--- src/rtl/transmitter_axis.sv ---
// transmitter_axis
//   UART transmitter fed by an AXI4-Stream slave port. One word is accepted
//   per handshake and sent on `dout` as: start bit (0), WORD_WIDTH data bits
//   LSB first, stop bit (1). Each bit lasts CLOCK_FREQUENCY / BAUD_RATE clocks.
//
// Ports
//   clk              system clock, rising edge
//   rst_n            asynchronous active-low reset
//   din_axis_tdata   word to transmit
//   din_axis_tvalid  producer has a word
//   din_axis_tready  block can accept a word (registered)
//   dout             serial line, idle high (registered)
//   busy             frame in progress (registered)
//
// Handshake: a word transfers on a rising edge where tvalid && tready are both
// high. tready is high only in IDLE, so a producer that holds tvalid across a
// frame is accepted again only after the stop bit has fully elapsed.
module transmitter_axis #(
  parameter int unsigned CLOCK_FREQUENCY = 32'd100_000_000,
  parameter int unsigned BAUD_RATE       = 32'd115200,
  parameter int unsigned WORD_WIDTH      = 32'd8
) (
  input  logic                  clk,
  input  logic                  rst_n,
  input  logic [WORD_WIDTH-1:0] din_axis_tdata,
  input  logic                  din_axis_tvalid,
  output logic                  din_axis_tready,
  output logic                  dout,
  output logic                  busy
);

  // Must come out >= 2 for the chosen clock and baud rate.
  localparam int unsigned CYCLES_PER_BIT = CLOCK_FREQUENCY / BAUD_RATE;
  localparam int unsigned BIT_W          = $clog2(WORD_WIDTH + 2);

  localparam logic [31:0]      LAST_CYCLE    = 32'(CYCLES_PER_BIT - 1);
  localparam logic [BIT_W-1:0] LAST_DATA_IDX = BIT_W'(WORD_WIDTH);
  localparam logic [BIT_W-1:0] STOP_IDX      = BIT_W'(WORD_WIDTH + 1);

  typedef enum logic {
    IDLE      = 1'b0,
    SEND_BITS = 1'b1
  } state_t;

  state_t                state;
  logic [31:0]           cycle_cnt;
  logic [BIT_W-1:0]      bit_idx;
  logic [WORD_WIDTH-1:0] shift_q;

  always_ff @(posedge clk or negedge rst_n) begin
    if (!rst_n) begin
      state           <= IDLE;
      cycle_cnt       <= '0;
      bit_idx         <= '0;
      shift_q         <= '0;
      din_axis_tready <= 1'b0;
      dout            <= 1'b1;
      busy            <= 1'b0;
    end else begin
      case (state)
        IDLE: begin
          dout <= 1'b1;
          if (din_axis_tvalid && din_axis_tready) begin
            shift_q         <= din_axis_tdata;
            din_axis_tready <= 1'b0;
            busy            <= 1'b1;
            dout            <= 1'b0;  // start bit goes out on the handshake edge
            cycle_cnt       <= '0;
            bit_idx         <= '0;
            state           <= SEND_BITS;
          end else begin
            // Also the first edge after reset release.
            din_axis_tready <= 1'b1;
            busy            <= 1'b0;
          end
        end

        SEND_BITS: begin
          if (cycle_cnt == LAST_CYCLE) begin
            cycle_cnt <= '0;
            if (bit_idx == STOP_IDX) begin
              state           <= IDLE;
              din_axis_tready <= 1'b1;
              busy            <= 1'b0;
              dout            <= 1'b1;
            end else begin
              bit_idx <= bit_idx + 1'b1;
              // Indices 0..WORD_WIDTH-1 are followed by a data bit; the last
              // data bit is followed by the stop bit.
              if (bit_idx < LAST_DATA_IDX) begin
                dout    <= shift_q[0];
                shift_q <= shift_q >> 1;
              end else begin
                dout <= 1'b1;
              end
            end
          end else begin
            cycle_cnt <= cycle_cnt + 32'd1;
          end
        end

        default: begin
          state <= IDLE;
        end
      endcase
    end
  end

endmodule
--- config.mk ---
export PLATFORM = sky130hd
export DESIGN_NAME = transmitter_axis
export DESIGN_NICKNAME = d
export VERILOG_FILES = /design/src/rtl/transmitter_axis.sv
export SDC_FILE = /design/constraint.sdc
export NUM_CORES = 1
export LEC_CHECK = 0
export ABC_AREA = 1
export CAP_MARGIN = 20
export CORE_MARGIN = 5
export CORE_UTILIZATION = 55
export CTS_BUF_LIST = sky130_fd_sc_hd__clkbuf_4 sky130_fd_sc_hd__clkbuf_8
export CTS_CLUSTER_DIAMETER = 120
export DETAILED_ROUTE_END_ITERATION = 7
export PLACE_DENSITY = 0.75
export SYNTH_ARGS = -nofsm -noshare
export SYNTH_HDL_FRONTEND = slang
export SYNTH_SLANG_ARGS = --single-unit
--- constraint.sdc ---
create_clock -name clk -period 2.17 [get_ports clk]
set_input_delay 0.434 -clock clk [delete_from_list [all_inputs] [get_ports clk]]
set_output_delay 0.434 -clock clk [all_outputs]
set_load 0.005 [all_outputs]
==> metrics.md <==
| Metric | Value |
|---|---|
| Routed vias/inst | `5.43` |
| GP Congestion | `0.988` |
| Share of cells above drive strength 1 | `8.10%` |
| Yosys top cell area share | `38.8%` |
| Max-slew violation count | `0` |
| Crit path DAT | `2.10 ns` |
| Core Region | `0.00544 mm²` |
| Max Cap Viol | `0` |
| Max H-tree Level | `2` |
| Initial DRT Pass Iterations | `4` |
| Std cell rows | `27` |
| Die height | `84.3 µm` |
| I/O pins | `14` |
| First-pass GRT wire length | `13400 µm` |
| Post-synthesis cell type count | `29` |
| Area Overhead vs Synth | `12.3%` |
| Clock sinks | `48` |
| Starting Density | `55.8%` |
| Count of antenna-violating nets left after detailed routing | `0` |
| Die X | `84.3 µm` |
| Root buffer cell | `clkbuf_8` |
| Antenna violations before repair | `0` |
| Post-layout min period | `1.90 ns` |
| CP startpoint kind | `flop` |
| Vias in the first global route | `2811` |
| PD cells | `506 mW/mm²` |
| Initial DRC count | `175` |
| Worst flop-to-flop path endpoint | `bit_idx[0]$_DFFE_PN0P_` |
| Largest net degree at the start of global routing | `26` |
| Ant. Diodes | `0` |
| Seq/Total Area, Yosys | `39.6%` |
| Clock skew | `0.0133 ns` |
| Overflow after GRT | `0` |
| CTS buffer count | `5` |
| # nets final | `482` |
| Final period util | `87.5%` |
| Post-Syn Area per Cell | `6.72 µm²` |
| Gr usage total | `23.3%` |
| CTS max path bufs | `2` |
| Final wirelength | `7770 µm` |
| Worst-Skew Late Latency | `0.31 ns` |
| Worst slack at placement | `0.277 ns` |
| Placed instance area | `0.00326 mm²` |
| Final Hold Viols | `0` |
| R2R setup slack | `0.27 ns` |
| Peak VDD IR | `0.501 mV` |
| Final HPWL DP | `5750 µm` |
| Fmax | `527 MHz` |
| Setup TNS | `0 ns` |
| Final Setup Violations | `0` |
| PortBufs | `13` |
| Status | `finished clean` |
| Synthesis Warnings | `0` |
| Final setup margin | `0.272 ns` |
| Crit path kind | `flop to flop` |
| Post-Layout Inst Area | `0.00340 mm²` |
| Commonest cells after routing, fill and taps aside | `168 x nand2_1, 48 x nor2_1, 47 x inv_1, 47 x dfrtp_1, 38 x nand3_1` |
| Reg clk slew, reported paths | `0.10 ns` |
| Core Util, Final | `62.6%` |
| Synth Cell Area | `0.00303 mm²` |
| Cell taking the most area after synthesis | `dfrtp_1` |
| Commonest non-fill, non-tap cell in the layout | `nand2_1` |
| Slew HR | `58.9%` |
| CTS tree | `built` |
| Syn nets | `465` |
| Min-delay worst type | `input pin to async pin` |
| Pleak | `1.56 nW` |
| CP endpoint kind | `flop` |
| Syn Inst Count | `451` |
| RSZ-0062 raised after global routing | `no` |
| Seq cells post-synth | `48` |
| WL per Instance | `14.4 µm` |
| R2R Path Start | `cycle_cnt[0]$_DFFE_PN0P_` |
| Slew @ Worst Pin | `0.617 ns` |
| Worst EP required | `2.38 ns` |
| Dominant cells by area after synthesis | `dfrtp_1 39%, nand2_1 21%, nand3_1 6.4%` |
| Depth of the most critical reg-to-reg path | `11` |
| Die ar. | `0.00710 mm²` |
| Fill cell count | `494` |
| Hold-fix buffers, CTS | `0` |
| Worst Path Max Fanout | `9` |
| DRC Markers | `0` |
| Vias | `2937` |
==> worst max-delay path, cell delays in order (launching register included) <==
cell     delay, ns
dfrtp_1       0.47
ha_2          0.28
inv_1         0.05
nor2_1        0.08
nand2_1       0.06
nor2_1        0.09
nand2_1       0.07
o21ai_2       0.23
buf_4         0.22
nand2_2       0.12
nand2_1       0.08
o21ai_1       0.05
==> area by class of cell <==
class,instances,area (µm²),area share (%)
Inverter,49,184,5.40
Multi-Input combinational cell,343,1590,46.8
Tap cell,72,90.1,2.65
Sequential cell,48,1200,35.3
Clock inverter,3,68.8,2.02
Clock buffer,5,68.8,2.02
Timing Repair Buffer,21,198,5.81
==> what timing repair did <==
| action | in CTS | in global routing |
|---|---|---|
| endpoints found under the setup margin | 0 | 3 |
| resized for setup | 0 | 2 |
| buffers inserted | 0 | 0 |
==> per-stage QoR <==
stage                     total power [mW]  hold WS, ns  instances
after CTS                             1.74        0.130        541
after floorplan                      0.913        0.138        451
after global placement               0.952        0.455        533
after global routing                  1.79        0.152        541
final                                 1.72        0.105        541
after detailed placement             0.952        0.462        533
==> how the worst max path moves through the flow <==
| stage | end | start | cells after the start | slack (ns) |
|---|---|---|---|---|
| 2_1_floorplan | bit_idx[3]$_DFFE_PN0P_ | cycle_cnt[0]$_DFFE_PN0P_ | 11 | 0.61 |
| 3_3_place_gp | shift_q[4]$_DFFE_PN0P_ | cycle_cnt[0]$_DFFE_PN0P_ | 10 | 0.36 |
| 3_5_place_dp | shift_q[1]$_DFFE_PN0P_ | cycle_cnt[0]$_DFFE_PN0P_ | 10 | 0.28 |
| 4_1_cts | shift_q[5]$_DFFE_PN0P_ | cycle_cnt[0]$_DFFE_PN0P_ | 10 | 0.23 |
| 5_1_grt | bit_idx[2]$_DFFE_PN0P_ | cycle_cnt[0]$_DFFE_PN0P_ | 11 | 0.04 |
| 6_report | bit_idx[0]$_DFFE_PN0P_ | cycle_cnt[0]$_DFFE_PN0P_ | 11 | 0.27 |
==> routing by layer <==
layer | up-vias | track usage [%] | part of all wire, %
li1 | 1462 | - | -
met5 | - | 0 | 0
met4 | 0 | 8.77 | 2.9
met3 | 18 | 4.22 | 5.8
met1 | 1363 | 29.7 | 43
met2 | 94 | 39.4 | 49
==> cell families after synthesis <==
logic type	count (synthesis)	share of synthesized area (%)
AOI/OAI and AO/OA	37	6.56
buffers and inverters	60	8.09
DFF	48	39.6
adders and majority gates	3	1.24
xor gates and xnor gates	9	2.60
and+or+nand+nor	294	41.9
==> state kept, by name, summed over array words and instances (netlist names) <==
signal and cells:
shift_q 8, state 1, busy 1, din_axis_tready 1, dout 1, cycle_cnt 32, bit_idx 4
==> cells in the mapped netlist <==
master	n
nor3b_1	1
o21bai_1	1
o21ai_0	24
inv_2	2
buf_2	4
ha_1	3
o22ai_1	6
nand3_2	1
dfrtp_1	47
nand3_1	39
o21ai_2	1
buf_1	2
or2_2	4
nand2_1	168
inv_1	47
nand2_2	2
nor3_4	1
buf_6	2
nor3_1	11
clkbuf_1	3
nand3_4	1
nor2_2	4
nor3_2	2
xor2_1	8
o21ai_1	5
dfstp_2	1
nand4_1	12
nor2_1	48
xnor2_1	1
==> power breakdown <==
part | total (mW) | leakage (nW) | switching [mW] | internal (mW)
logic | 0.0396 | 0.850 | 0.0210 | 0.0185
clock network | 0.788 | 0.0687 | 0.324 | 0.464
registers | 0.894 | 0.642 | 0 | 0.894
total | 1.72 | 1.56 | 0.345 | 1.38
Note: power is estimated with default switching activity, not from simulation.
